<file path="src/rtl/lane_deserializer_pkg.sv">
// Shared types and constants for the three-lane serial-to-parallel deserializer.
package lane_deserializer_pkg;

    localparam int LANES  = 3;
    localparam int BYTE_W = 8;

    // Lane-enable encodings; 2'b11 behaves the same as 2'b10 (all three lanes).
    typedef enum logic [1:0] {
        MODE_A       = 2'b00,
        MODE_AB      = 2'b01,
        MODE_ABC     = 2'b10,
        MODE_ABC_ALT = 2'b11
    } mode_e;

    typedef enum logic {
        IDLE  = 1'b0,
        SHIFT = 1'b1
    } state_e;

    // Enabled-lane mask ordered {A,B,C}, so A lands in the MSB byte of the word.
    function automatic logic [LANES-1:0] mode_mask(input logic [1:0] m);
        case (m)
            MODE_A:  mode_mask = 3'b100;
            MODE_AB: mode_mask = 3'b110;
            default: mode_mask = 3'b111;
        endcase
    endfunction

endpackage

</file>
<file path="src/rtl/lane_deserializer_if.sv">
// Frame, lane, FIFO-read and status signals of the lane deserializer.
interface lane_deserializer_if #(
    parameter int LVL_W = 3
);
    logic             VALID;
    logic             DIN_A;
    logic             DIN_B;
    logic             DIN_C;
    logic [1:0]       MODE;
    logic             RD_EN;
    logic             CLR_ERR;
    logic [23:0]      DATA_OUT;
    logic [2:0]       LANE_MASK;
    logic             EMPTY;
    logic             FULL;
    logic [LVL_W-1:0] LEVEL;
    logic             OVF;
    logic             FRAME_ERR;

    // Converter / consumer side.
    modport master (
        output VALID, DIN_A, DIN_B, DIN_C, MODE, RD_EN, CLR_ERR,
        input  DATA_OUT, LANE_MASK, EMPTY, FULL, LEVEL, OVF, FRAME_ERR
    );

    // Deserializer side.
    modport slave (
        input  VALID, DIN_A, DIN_B, DIN_C, MODE, RD_EN, CLR_ERR,
        output DATA_OUT, LANE_MASK, EMPTY, FULL, LEVEL, OVF, FRAME_ERR
    );
endinterface

</file>
<file path="src/rtl/lane_deserializer_sync_fifo.sv">
// First-word-fall-through FIFO with exact occupancy and a sticky overflow flag.
module sync_fifo #(
    parameter int WIDTH = 27,
    parameter int DEPTH = 4,
    parameter int LVL_W = 3
) (
    input  logic             clk,
    input  logic             rst,
    input  logic             push_i,
    input  logic             pop_i,
    input  logic             clr_ovf_i,
    input  logic [WIDTH-1:0] din_i,
    output logic [WIDTH-1:0] dout_o,
    output logic             empty_o,
    output logic             full_o,
    output logic [LVL_W-1:0] level_o,
    output logic             ovf_o
);
    localparam int PTR_W = $clog2(DEPTH);

    logic [WIDTH-1:0] mem_q [DEPTH];
    logic [PTR_W-1:0] wr_q, rd_q;
    logic [LVL_W-1:0] lvl_q;
    logic             ovf_q;
    logic             do_pop, do_push, ovf_set;

    // A pop on an empty FIFO is ignored; a pop while full frees the slot the push needs.
    always_comb begin
        empty_o = (lvl_q == '0);
        full_o  = (lvl_q == LVL_W'(DEPTH));
        do_pop  = pop_i && !empty_o;
        do_push = push_i && (!full_o || do_pop);
        ovf_set = push_i && full_o && !do_pop;
        dout_o  = empty_o ? '0 : mem_q[rd_q];
        level_o = lvl_q;
        ovf_o   = ovf_q;
    end

    // Storage needs no reset: the head is masked to zero while empty.
    always_ff @(posedge clk) begin
        if (do_push) mem_q[wr_q] <= din_i;
    end

    // Pointers wrap naturally since DEPTH is a power of two; a set beats a clear.
    always_ff @(posedge clk) begin
        if (rst) begin
            wr_q  <= '0;
            rd_q  <= '0;
            lvl_q <= '0;
            ovf_q <= 1'b0;
        end else begin
            if (do_push) wr_q <= wr_q + PTR_W'(1);
            if (do_pop)  rd_q <= rd_q + PTR_W'(1);
            lvl_q <= lvl_q + LVL_W'(do_push) - LVL_W'(do_pop);
            ovf_q <= ovf_set | (ovf_q & ~clr_ovf_i);
        end
    end

endmodule

</file>
<file path="src/rtl/lane_deserializer.sv">
// Collects MSB-first bytes from up to three serial lanes and queues 24-bit words.
module lane_deserializer
    import lane_deserializer_pkg::*;
#(
    parameter int FIFO_DEPTH = 4,
    parameter int LVL_W      = 3
) (
    input  logic               CLK_48MHZ,
    input  logic               RSTN,
    lane_deserializer_if.slave bus
);
    localparam int WORD_W = LANES * BYTE_W + LANES;

    state_e                         state_q, state_d;
    logic [2:0]                     bitcnt_q, bitcnt_d;
    logic [LANES-1:0][BYTE_W-1:0]   sh_q, sh_d, sh_next, word_bytes;
    logic [1:0]                     bmode_q, bmode_d;
    logic                           ferr_q, ferr_d;
    logic [LANES-1:0]               din, word_mask;
    logic                           push;
    logic [WORD_W-1:0]              push_word, head;

    // Byte framing: all lanes shift every valid bit; disabled lanes are masked at push time.
    always_comb begin
        din       = {bus.DIN_A, bus.DIN_B, bus.DIN_C};
        state_d   = state_q;
        bitcnt_d  = bitcnt_q;
        sh_d      = sh_q;
        bmode_d   = bmode_q;
        push      = 1'b0;
        ferr_d    = ferr_q & ~bus.CLR_ERR;
        word_mask = mode_mask(bmode_q);
        for (int l = 0; l < LANES; l++) begin
            sh_next[l]    = {sh_q[l][BYTE_W-2:0], din[l]};
            word_bytes[l] = sh_next[l] & {BYTE_W{word_mask[l]}};
        end
        push_word = {word_bytes, word_mask};
        case (state_q)
            IDLE: begin
                if (bus.VALID) begin
                    state_d  = SHIFT;
                    bitcnt_d = 3'd1;
                    bmode_d  = bus.MODE;
                    sh_d     = sh_next;
                end
            end
            default: begin
                if (bus.VALID) begin
                    sh_d     = sh_next;
                    bitcnt_d = bitcnt_q + 3'd1;
                    if (bitcnt_q == 3'd0) bmode_d = bus.MODE;
                    if (bitcnt_q == 3'd7) push = 1'b1;
                end else begin
                    if (bitcnt_q != 3'd0) ferr_d = 1'b1;
                    bitcnt_d = 3'd0;
                    state_d  = IDLE;
                end
            end
        endcase
    end

    // Framing state register.
    always_ff @(posedge CLK_48MHZ) begin
        if (RSTN) begin
            state_q  <= IDLE;
            bitcnt_q <= '0;
            sh_q     <= '0;
            bmode_q  <= '0;
            ferr_q   <= 1'b0;
        end else begin
            state_q  <= state_d;
            bitcnt_q <= bitcnt_d;
            sh_q     <= sh_d;
            bmode_q  <= bmode_d;
            ferr_q   <= ferr_d;
        end
    end

    sync_fifo #(
        .WIDTH (WORD_W),
        .DEPTH (FIFO_DEPTH),
        .LVL_W (LVL_W)
    ) u_fifo (
        .clk       (CLK_48MHZ),
        .rst       (RSTN),
        .push_i    (push),
        .pop_i     (bus.RD_EN),
        .clr_ovf_i (bus.CLR_ERR),
        .din_i     (push_word),
        .dout_o    (head),
        .empty_o   (bus.EMPTY),
        .full_o    (bus.FULL),
        .level_o   (bus.LEVEL),
        .ovf_o     (bus.OVF)
    );

    assign bus.DATA_OUT  = head[WORD_W-1:LANES];
    assign bus.LANE_MASK = head[LANES-1:0];
    assign bus.FRAME_ERR = ferr_q;

endmodule

</file>
<file path="src/flat_wrapper.sv">
// flat-port wrapper written by rule: the top's interface ports become plain ports
module lane_deserializer_flat import lane_deserializer_pkg::*;
#(
    parameter int FIFO_DEPTH = 4,
    parameter int LVL_W      = 3
)
  (CLK_48MHZ, RSTN, bus_VALID, bus_DIN_A, bus_DIN_B, bus_DIN_C, bus_MODE, bus_RD_EN, bus_CLR_ERR, bus_DATA_OUT, bus_LANE_MASK, bus_EMPTY, bus_FULL, bus_LEVEL, bus_OVF, bus_FRAME_ERR);
  lane_deserializer_if #(.LVL_W(LVL_W)) bus_i ();
  input  logic CLK_48MHZ;
  input  logic RSTN;
  input wire logic [$bits(bus_i.VALID)-1:0] bus_VALID;
  input wire logic [$bits(bus_i.DIN_A)-1:0] bus_DIN_A;
  input wire logic [$bits(bus_i.DIN_B)-1:0] bus_DIN_B;
  input wire logic [$bits(bus_i.DIN_C)-1:0] bus_DIN_C;
  input wire logic [$bits(bus_i.MODE)-1:0] bus_MODE;
  input wire logic [$bits(bus_i.RD_EN)-1:0] bus_RD_EN;
  input wire logic [$bits(bus_i.CLR_ERR)-1:0] bus_CLR_ERR;
  output wire logic [$bits(bus_i.DATA_OUT)-1:0] bus_DATA_OUT;
  output wire logic [$bits(bus_i.LANE_MASK)-1:0] bus_LANE_MASK;
  output wire logic [$bits(bus_i.EMPTY)-1:0] bus_EMPTY;
  output wire logic [$bits(bus_i.FULL)-1:0] bus_FULL;
  output wire logic [$bits(bus_i.LEVEL)-1:0] bus_LEVEL;
  output wire logic [$bits(bus_i.OVF)-1:0] bus_OVF;
  output wire logic [$bits(bus_i.FRAME_ERR)-1:0] bus_FRAME_ERR;
  assign bus_i.VALID = bus_VALID;
  assign bus_i.DIN_A = bus_DIN_A;
  assign bus_i.DIN_B = bus_DIN_B;
  assign bus_i.DIN_C = bus_DIN_C;
  assign bus_i.MODE = bus_MODE;
  assign bus_i.RD_EN = bus_RD_EN;
  assign bus_i.CLR_ERR = bus_CLR_ERR;
  assign bus_DATA_OUT = bus_i.DATA_OUT;
  assign bus_LANE_MASK = bus_i.LANE_MASK;
  assign bus_EMPTY = bus_i.EMPTY;
  assign bus_FULL = bus_i.FULL;
  assign bus_LEVEL = bus_i.LEVEL;
  assign bus_OVF = bus_i.OVF;
  assign bus_FRAME_ERR = bus_i.FRAME_ERR;
  lane_deserializer #(.FIFO_DEPTH(FIFO_DEPTH), .LVL_W(LVL_W)) u_core (.CLK_48MHZ(CLK_48MHZ), .RSTN(RSTN), .bus(bus_i));
endmodule
</file>
<file path="config.mk">
export PLATFORM = sky130hd
export DESIGN_NAME = lane_deserializer_flat
export DESIGN_NICKNAME = d
export VERILOG_FILES = /design/src/rtl/lane_deserializer_pkg.sv /design/src/rtl/lane_deserializer_if.sv /design/src/rtl/lane_deserializer_sync_fifo.sv /design/src/rtl/lane_deserializer.sv /design/src/flat_wrapper.sv
export SDC_FILE = /design/constraint.sdc
export NUM_CORES = 1
export LEC_CHECK = 0
export CELL_PAD_IN_SITES_DETAIL_PLACEMENT = 0
export CELL_PAD_IN_SITES_GLOBAL_PLACEMENT = 2
export CORE_UTILIZATION = 46
export DETAILED_ROUTE_END_ITERATION = 10
export PLACE_DENSITY = 0.93
export SLEW_MARGIN = 20
export SYNTH_ARGS = -nofsm -noshare
export SYNTH_HDL_FRONTEND = slang
export SYNTH_SLANG_ARGS = --single-unit
</file>
<file path="constraint.sdc">
create_clock -name CLK_48MHZ -period 5 [get_ports CLK_48MHZ]
set_clock_uncertainty 0.1 [all_clocks]
set_input_delay 0.75 -clock CLK_48MHZ [delete_from_list [all_inputs] [get_ports CLK_48MHZ]]
set_output_delay 0.75 -clock CLK_48MHZ [all_outputs]
set_load 0.005 [all_outputs]
</file>
== Word level (Yosys, flattened, before mapping) ==
Memories as Yosys holds them, arrays and structs flattened. A register that Yosys moved wholly into a read port is not among the register bits.
Cells that the tools add are included.
Word-level totals
  bits in registers: 36
  bits in writable memories: 104
  output and inout port bits: 34
  word-level logic and storage cells: 62
  memories: 1
Cells by class
  $add $sub $neg: 5
  eq/ne operators: 4
  multiplexer cells: 20
  bitwise logic cells: 7
  reduce and logical (&&, ||, !) cells: 14
Memory list
  u_core.u_fifo.mem_q: words 4, bits a word 26, rd ports 1, clocked after Yosys merged registers in 1, wr ports 1, RTL line lane_deserializer_sync_fifo.sv:21  | logic [WIDTH-1:0] mem_q [DEPTH];
Operators with widths (number)
  two-way mux 27 bit: 1
  AND 8 bit: 2
  two-way mux 2 bit: 6
  two-way mux 1 bit: 9
  two-way mux 3 bit: 3
  AND 8 bit (second input constant): 1
  equality test 3 bit (second input constant): 2
  logical NOT 3 bit: 2
  adder 2 x 1 -> 2 bit (second input constant): 2
  logical AND 1 bit: 4
  case mux 2 bit (2 select lines): 1
  adder 3 x 1 -> 3 bit: 1
  adder 3 x 1 -> 3 bit (second input constant): 1
  logical NOT 1 bit: 3
  nonzero test 3 bit: 1
  subtractor 3 x 1 -> 3 bit: 1
  AND 1 bit: 2
  equality test 2 x 1 -> 1 bit (second input constant): 1
  logical NOT 2 bit: 1
  != test 2 bit (second input constant): 1
  AND reduction 2 bit: 1
  nonzero test 2 bit: 1
  logical OR 1 bit: 1
  NOT 1 bit: 1
  bitwise OR 1 bit: 1

== Depth between registers and ports, before layout ==
Gate-level depths: netlist (run 1).
  depth after elaboration: 7
  mapped depth: 9

== By module ==
From an unflattened synthesis (run 1), not the netlist that was laid out.
Second synthesis, totals
  cell total of the unflattened synthesis: 347
  area total of the unflattened synthesis: 6023.3 um^2
By module, submodules not included
  sync_fifo: times used 1, cells an instance 223, area an instance 4803.4 um^2, sequential area each 3443.3 um^2
  lane_deserializer: times used 1, cells an instance 124, area an instance 1219.9 um^2, sequential area each 560.5 um^2

== Worst setup path before layout (run 1) ==
No wires, ideal clock.
  path kind: input to register
  from: in bus_RD_EN
  to: reg u_core.u_fifo.lvl_q[2] (netlist: u_core.u_fifo.level_o[2])
  setup time: 128 ps
  arrival: 2168 ps
  slack: 2605 ps
  stages: 7
  buffers on the path: 0
  path through: nor4b_1 -> nor2_1 -> a21bo_1 -> ha_1 -> fa_1 -> xnor2_1 -> nor2_1
On the way
  cells in the longest elaborated chain, start to end: 5
RTL lines
  start: declaration: RTL line flat_wrapper.sv:16  | input wire logic [$bits(bus_i.RD_EN)-1:0] bus_RD_EN;
  logical AND 1 bit (*): RTL line lane_deserializer_sync_fifo.sv:31  | do_pop = pop_i && !empty_o;
  logical OR 1 bit: RTL line lane_deserializer_sync_fifo.sv:32  | do_push = push_i && (!full_o || do_pop);
  logical AND 1 bit: RTL line lane_deserializer_sync_fifo.sv:32
  adder 3 x 1 -> 3 bit: RTL line lane_deserializer_sync_fifo.sv:54  | lvl_q <= lvl_q + LVL_W'(do_push) - LVL_W'(do_pop);
  subtractor 3 x 1 -> 3 bit (*): RTL line lane_deserializer_sync_fifo.sv:54
  end signal: assignment: RTL line lane_deserializer_sync_fifo.sv:54
  end: declaration: RTL line lane_deserializer_sync_fifo.sv:23  | logic [LVL_W-1:0] lvl_q;
Mark *: on every way between the ends. The rest lies on a longest branch, timed or not.
A chain may end at the register's enable or synchronous reset.

==> results.md, run 1 <==
* Setup bufs post-CTS at 0
* Critical path data required time at 4.15 ns
* FF-to-FF End: u_core.u_fifo.level_o[2]
* Min-delay src: u_core.bitcnt_q[2]
* Worst VDD drop at 296.1 µV
* WL/cell at 16.89 µm
* Unrepaired setup endpoints after global routing: no
* Count leader, synth: edfxtp_1
* Global route overflow at 0
* Worst hold path type: reg2reg
* CTS max path bufs at 2
* First-pass GRT wire length at 15290 µm
* Area share of the largest cell type after synthesis at 55.26%
* Synth cell count leaders: edfxtp_1 (104), and2_1 (38), dfxtp_1 (38), nor2_1 (30), mux2i_1 (24)
* Hold Slack at 0.3676 ns
* Final WS setup at 1.716 ns
* Antenna Nets Post-Route at 0
* Ys async rst share at 0%
* Syn Area/Cell at 16.57 µm²
* Core area at 0.01201 mm²
* Synth area leader: edfxtp_1
* Worst skew pair latency at 0.42 ns
* Hold EP: u_core.bitcnt_q[2]
* Distinct cells, synth at 34
* Max-Cap Viols at 0
* Reg2Reg Depth at 7
* Yosys warns at 0
* Share of cells above drive strength 1 at 15.02%
* Post-CTS Hold Buffers at 0
* DR pass1 iterations at 4
* Number of synthesized flops with an enable pin at 104
* Root Driver: clkbuf_16
* Fin. Hold Viols at 0
* Final period utilization at 65.69%
* Mapped Area at 0.005652 mm²
* Initial antenna violation count at 0
* Primary FF master, synth: edfxtp_1
* Drt via density at 5.159
* Pwr dens at 484.6 mW/mm²
* CTS Sinks at 142
* CP Class: reg2out
* Post-route DRC violation count at 0
* Slew headroom at 39.74%
* Syn_nets at 360
* Area of the die at 0.01273 mm²
* Area Growth Syn to Fin at 20.35%
* Max-slew violation count at 0
* Final core occ at 56.63%
* Seq cells post-synth at 142
* Final #Nets at 412
* R2R Setup Slk at 2.37 ns
* Reg-to-Reg Start: u_core.u_fifo.level_o[1]
* Hold depth at 2
* CTS tree: built
* Tot GR Track Use at 16.47%
* Total wire length at 9339 µm
* Clk pin slew, worst setup/hold paths at 0.06 ns
* Die height at 112.8 µm
* Status: finished, final reports clean
* Cts bufs inserted at 17
* Vias in the first global route at 2899
* Largest net degree at the start of global routing at 42
* Tmin final at 3.284 ns
* H-tree depth at 4
* Arr. time, crit path at 2.43 ns
* Die X at 112.8 µm
* CP Max Fanout at 26
* Final setup violating endpoints at 0
* Boundary pin count at 44
* Seq/Total Area, Yosys at 68.72%
* DR iter-0 viols at 83
* Vias at 2853
* Startpoint types: flop
* Post-route setup TNS at 0 ns
* Hpwl dp at 5307 µm
* Slew @ Worst Pin at 0.9039 ns
* GPL Wtd Cong at 0.6821
* IO buf count at 43
* # diodes at 0
* Post-CTS sizing at 0
* Initial core utilization at 47.05%
* Dpl ws at 1.662 ns
* Worst setup EP type: output port
* Synth top area cells: edfxtp_1 (55%), dfxtp_1 (13%), mux4_2 (8.0%), mux2i_1 (4.3%), and2_1 (4.2%)
* Cells after Synth at 341
* Maximum clock rate at 304.5 MHz
* Static Leakage at 2.462 nW
* Rows at 40
[state kept, by name (all words and copies together) (netlist names), named ones only]
| register | count |
|---|---|
| u_core.bitcnt_q | 3 |
| u_core.bmode_q | 2 |
| u_core.bus.FRAME_ERR | 1 |
| u_core.sh_next | 21 |
| u_core.state_q | 1 |
| u_core.u_fifo.level_o | 3 |
| u_core.u_fifo.mem_q | 104 |
| u_core.u_fifo.ovf_o | 1 |
| u_core.u_fifo.rd_q | 2 |
| u_core.u_fifo.wr_q | 2 |
[kinds of logic after synthesis]
| group | Yosys count | synth area share [%] |
|---|---|---|
| compound gates | 10 | 1.107 |
| xor+xnor | 3 | 0.4650 |
| flops | 142 | 68.72 |
| simple gates | 101 | 9.830 |
| buf+inv | 25 | 2.546 |
| fa+ha+maj | 9 | 2.125 |
| mux | 51 | 15.21 |
[per-layer routing]
| layer | GRT usage (%) | vias up | routed length (µm) | share of wire [%] |
|---|---|---|---|---|
| li1 | - | 1373 | - | - |
| met1 | 19.95 | 1425 | 4132 | 44 |
| met2 | 27.12 | 44 | 4729 | 51 |
| met3 | 5.088 | 11 | 326 | 3.5 |
| met4 | 7.644 | 0 | 150 | 1.6 |
| met5 | 0 | - | 0 | 0 |
[critical path: stages (launching register included)]
cell             delay [ns]
dfxtp_1                0.30
buf_4                  0.43
mux4_1                 0.66
and2_1                 0.19
clkdlybuf4s50_1        0.44
[per-stage QoR]
step / area [µm²] / instances / power, W
after floorplan: 5652 / 341 / 0.001783
after global placement: 6208 / 521 / 0.002102
after detailed placement: 6208 / 521 / 0.002111
after CTS: 6802 / 553 / 0.003336
after global routing: 6802 / 553 / 0.003448
final: 6802 / 553 / 0.003296
[power breakdown]
part	total, W	switching (W)	internal [W]
sequential	0.00131	0.0000283	0.00128
clock	0.00122	0.000486	0.000738
combinational	0.000765	0.000294	0.000471
total	0.00330	0.000808	0.00249
[cells in the final DEF (no fill, tap or decap), drive strengths merged, types with 2 or more instances in the layout]
cell type      count
nor2              30
clkinv             4
nand2b             9
nand2              3
nor2b             11
xnor2              2
ha                 8
and2              38
inv               11
mux4              26
clkdlybuf4s50     43
dfxtp             38
clkinvlp           3
nand3              4
mux2i             24
or3                2
edfxtp           104
a21oi              5
buf                8
clkbuf            20
[how the worst max path moves through the flow]
stage / to / slack (ns) / cells past startpoint
2_1_floorplan: u_core.u_fifo.level_o[2] / 2.60 / 7
3_3_place_gp: u_core.u_fifo.level_o[1] / 1.75 / 8
3_5_place_dp: u_core.u_fifo.level_o[1] / 1.66 / 8
4_1_cts: bus_DATA_OUT[0] / 1.65 / 4
5_1_grt: bus_DATA_OUT[20] / 1.54 / 3
6_report: bus_DATA_OUT[23] / 1.72 / 4
[area by class of cell]
type	instances	area, µm²
multi-input cells	174	1624
well taps	147	183.9
fillers	919	5210
flip-flops and latches	142	3884
inverters	7	26.28
repair buffers	51	490.5
clock inverters	12	125.1
clock buffers	20	467.9
Power figures use the tool's default switching activity.
==> inputs of run 2 (changes only) <==
--- a/config.mk
+++ b/config.mk
@@ -7,9 +7,9 @@
 export LEC_CHECK = 0
 export CELL_PAD_IN_SITES_DETAIL_PLACEMENT = 0
 export CELL_PAD_IN_SITES_GLOBAL_PLACEMENT = 2
-export CORE_UTILIZATION = 46
+export CORE_UTILIZATION = 43
 export DETAILED_ROUTE_END_ITERATION = 10
-export PLACE_DENSITY = 0.93
+export PLACE_DENSITY = 0.88
 export SLEW_MARGIN = 20
 export SYNTH_ARGS = -nofsm -noshare
 export SYNTH_HDL_FRONTEND = slang
==> constraint.sdc (replaced) <==
create_clock -name CLK_48MHZ -period 3.1 [get_ports CLK_48MHZ]
set_clock_uncertainty 0.1 [all_clocks]
set_input_delay 0.465 -clock CLK_48MHZ [delete_from_list [all_inputs] [get_ports CLK_48MHZ]]
set_output_delay 0.465 -clock CLK_48MHZ [all_outputs]
set_load 0.005 [all_outputs]
==> run 2 against run 1 <==
Effect of this change: die area grew 6.8%; combinational power grew 70%; final area grew 0.83%; highest routed layer unchanged; non-clock buffer count grew 2; first-iteration DRC count grew 72%; routed wire length grew 2.5%.
==> results.md, run 2 (synthesized netlist as in run 1, its figures left out) <==
* CTS max path bufs at 2 (unchanged)
* IO buf count at 43 (unchanged)
* DR pass1 iterations at 4 (unchanged)
* Root Driver: clkbuf_16
* Die height at 116.6 µm (+3.4%)
* Critical path data required time at 2.53 ns (-1.62 ns)
* Largest net degree at the start of global routing at 29 (-31%)
* Hpwl dp at 5944 µm (+12%)
* Tmin final at 2.891 ns
* GPL Wtd Cong at 0.6703 (-1.7%)
* Internal at 0.003911 W (+57%)
* # diodes at 0 (unchanged)
* Slew @ Worst Pin at 0.8652 ns (-0.03871 ns)
* Arr. time, crit path at 2.33 ns (-0.10 ns)
* Static Leakage at 2.464 nW (about the same)
* Cts bufs inserted at 17 (unchanged)
* CTS Sinks at 142 (unchanged)
* Drt via density at 4.916 (-4.7%)
* H-tree depth at 4 (unchanged)
* Share of cells above drive strength 1 at 15.44% (+0.42 points)
* Fin cells at 580 (+4.9%)
* Most flops, register: u_core.u_fifo.mem_q
* Tot GR Track Use at 15.82% (-0.65 points)
* Startpoint types: flop
* Largest register FFs at 104 (unchanged)
* Sw Pwr at 0.001310 W (+62%)
* Initial core utilization at 44.42% (-2.6 points)
* Net Sw Frac at 25.10% (+0.59 points)
* Worst setup EP type: output port
* Dpl cells at 548 (+5.2%)
* Clk pin slew, worst setup/hold paths at 0.06 ns (about the same)
* DR iter-0 viols at 143 (+72%)
* Die X at 116.6 µm (+3.4%)
* Post-route setup TNS at 0 ns (unchanged)
* Global route overflow at 0 (unchanged)
* Worst VDD drop at 365.8 µV (+24%)
* Post-CTS sizing at 0 (unchanged)
* Unrepaired setup endpoints after global routing: no
* Pwr dens at 761.3 mW/mm² (+57%)
* CTS tree: built
* Initial antenna violation count at 0 (unchanged)
* Worst-path cell chain: or3_1 > buf_12 > and2_1 > clkdlybuf4s50_1
* Final period utilization at 93.27%
* Slew headroom at 42.11% (+2.4 points)
* CP Class: reg2out
* Boundary pin count at 44 (unchanged)
* Rows at 41 (+2.5%)
* Area of the die at 0.01361 mm² (+6.8%)
* First-pass GRT wire length at 15320 µm (+0.22%)
* Slowest stage delay, CP at 0.67 ns (about the same)
* WL/cell at 16.50 µm (-2.3%)
* Commonest non-fill, non-tap cell in the layout: edfxtp_1
* Total wire length at 9570 µm (+2.5%)
* Setup bufs post-CTS at 0 (unchanged)
* Slowest-stage cell, CP: or3_1
* Area Growth Syn to Fin at 21.34%
* Max-slew violation count at 0 (unchanged)
* Max-Cap Viols at 0 (unchanged)
* Logic pwr share at 24.9% (+1.7 points)
* Commonest cells after routing, fill and taps aside: edfxtp_1 (104), clkdlybuf4s50_1 (43), and2_1 (38), dfxtp_1 (38), nor2_1 (30)
* Final setup violating endpoints at 0 (unchanged)
* Vias in the first global route at 2946 (+1.6%)
* Clock group share of total power at 34.7% (-2.4 points)
* Status: finished, final reports clean
* Sequential Power Share at 40.4% (+0.7 points)
* Vias at 2851 (-0.070%)
* Worst skew pair latency at 0.41 ns (about the same)
* Final #Nets at 414 (+0.49%)
* Antenna Nets Post-Route at 0 (unchanged)
* Core area at 0.01272 mm² (+5.9%)
* CP Max Fanout at 16 (-38%)
* Post-route DRC violation count at 0 (unchanged)
* Post-CTS Hold Buffers at 0 (unchanged)
* Maximum clock rate at 345.9 MHz
* Worst hold path type: reg2reg
* Fin. Hold Viols at 0 (unchanged)
run 2: routing by layer:
layer / up-vias / wire length [µm] / track usage (%)
met5: - / 0 / 0
met4: 0 / 124 / 6.582
met3: 10 / 285 / 4.567
met2: 38 / 4776 / 26.15
met1: 1426 / 4382 / 19.55
li1: 1377 / - / -
run 2: path summary, 6_finish.rpt:
check                                               from                  endpoint  slack, ns  depth (start not counted)
worst max-delay path            u_core.u_fifo.level_o[1]          bus_DATA_OUT[20]       0.21                          4
worst min-delay path                u_core.bus.FRAME_ERR      u_core.bus.FRAME_ERR       0.38                          2
worst max register to register  u_core.u_fifo.level_o[1]  u_core.u_fifo.level_o[2]       0.60                          7
worst min register to register      u_core.bus.FRAME_ERR      u_core.bus.FRAME_ERR       0.38                          2
run 2: area by class of cell:
class	instances	area, µm²
Timing Repair Buffer	53	568.0
Inverter	7	26.28
Tap cell	172	215.2
Clock buffer	17	425.4
Sequential cell	142	3884
Clock inverter	15	115.1
Multi-Input combinational cell	174	1624
Fill cell	1074	5864
run 2: worst max-delay path: cells and delay by family, from the launching register on:
family | cells | cell delay, ns
flops | 1 | 0.37
simple gates | 2 | 0.83
buf+inv | 2 | 0.71
run 2: through the flow:
stage / util [%] / cell area [µm²] / power, W / setup slack [ns] / hold slack [ns]
finish: 53.90 / 6858 / 0.005221 / 0.2086 / 0.3760
global route: 53.90 / 6858 / 0.005474 / 0.08632 / 0.4050
CTS: 53.90 / 6858 / 0.005292 / 0.1362 / 0.3762
detailed placement: 49.66 / 6317 / 0.003481 / 0.3303 / 0.3653
global placement: 49.66 / 6317 / 0.003470 / 0.4198 / 0.3604
floorplan: - / 5652 / 0.002876 / 0.8599 / 0.3485
run 2: power groups by stage:
stage,sequential [W],combinational (W),clock (W)
6_report,0.00211,0.00130,0.00181
3_5_place_dp,0.00215,0.00133,0
5_1_grt,0.00212,0.00143,0.00192
2_1_floorplan,0.00214,0.000737,0
4_1_cts,0.00211,0.00133,0.00185
3_3_place_gp,0.00215,0.00132,0
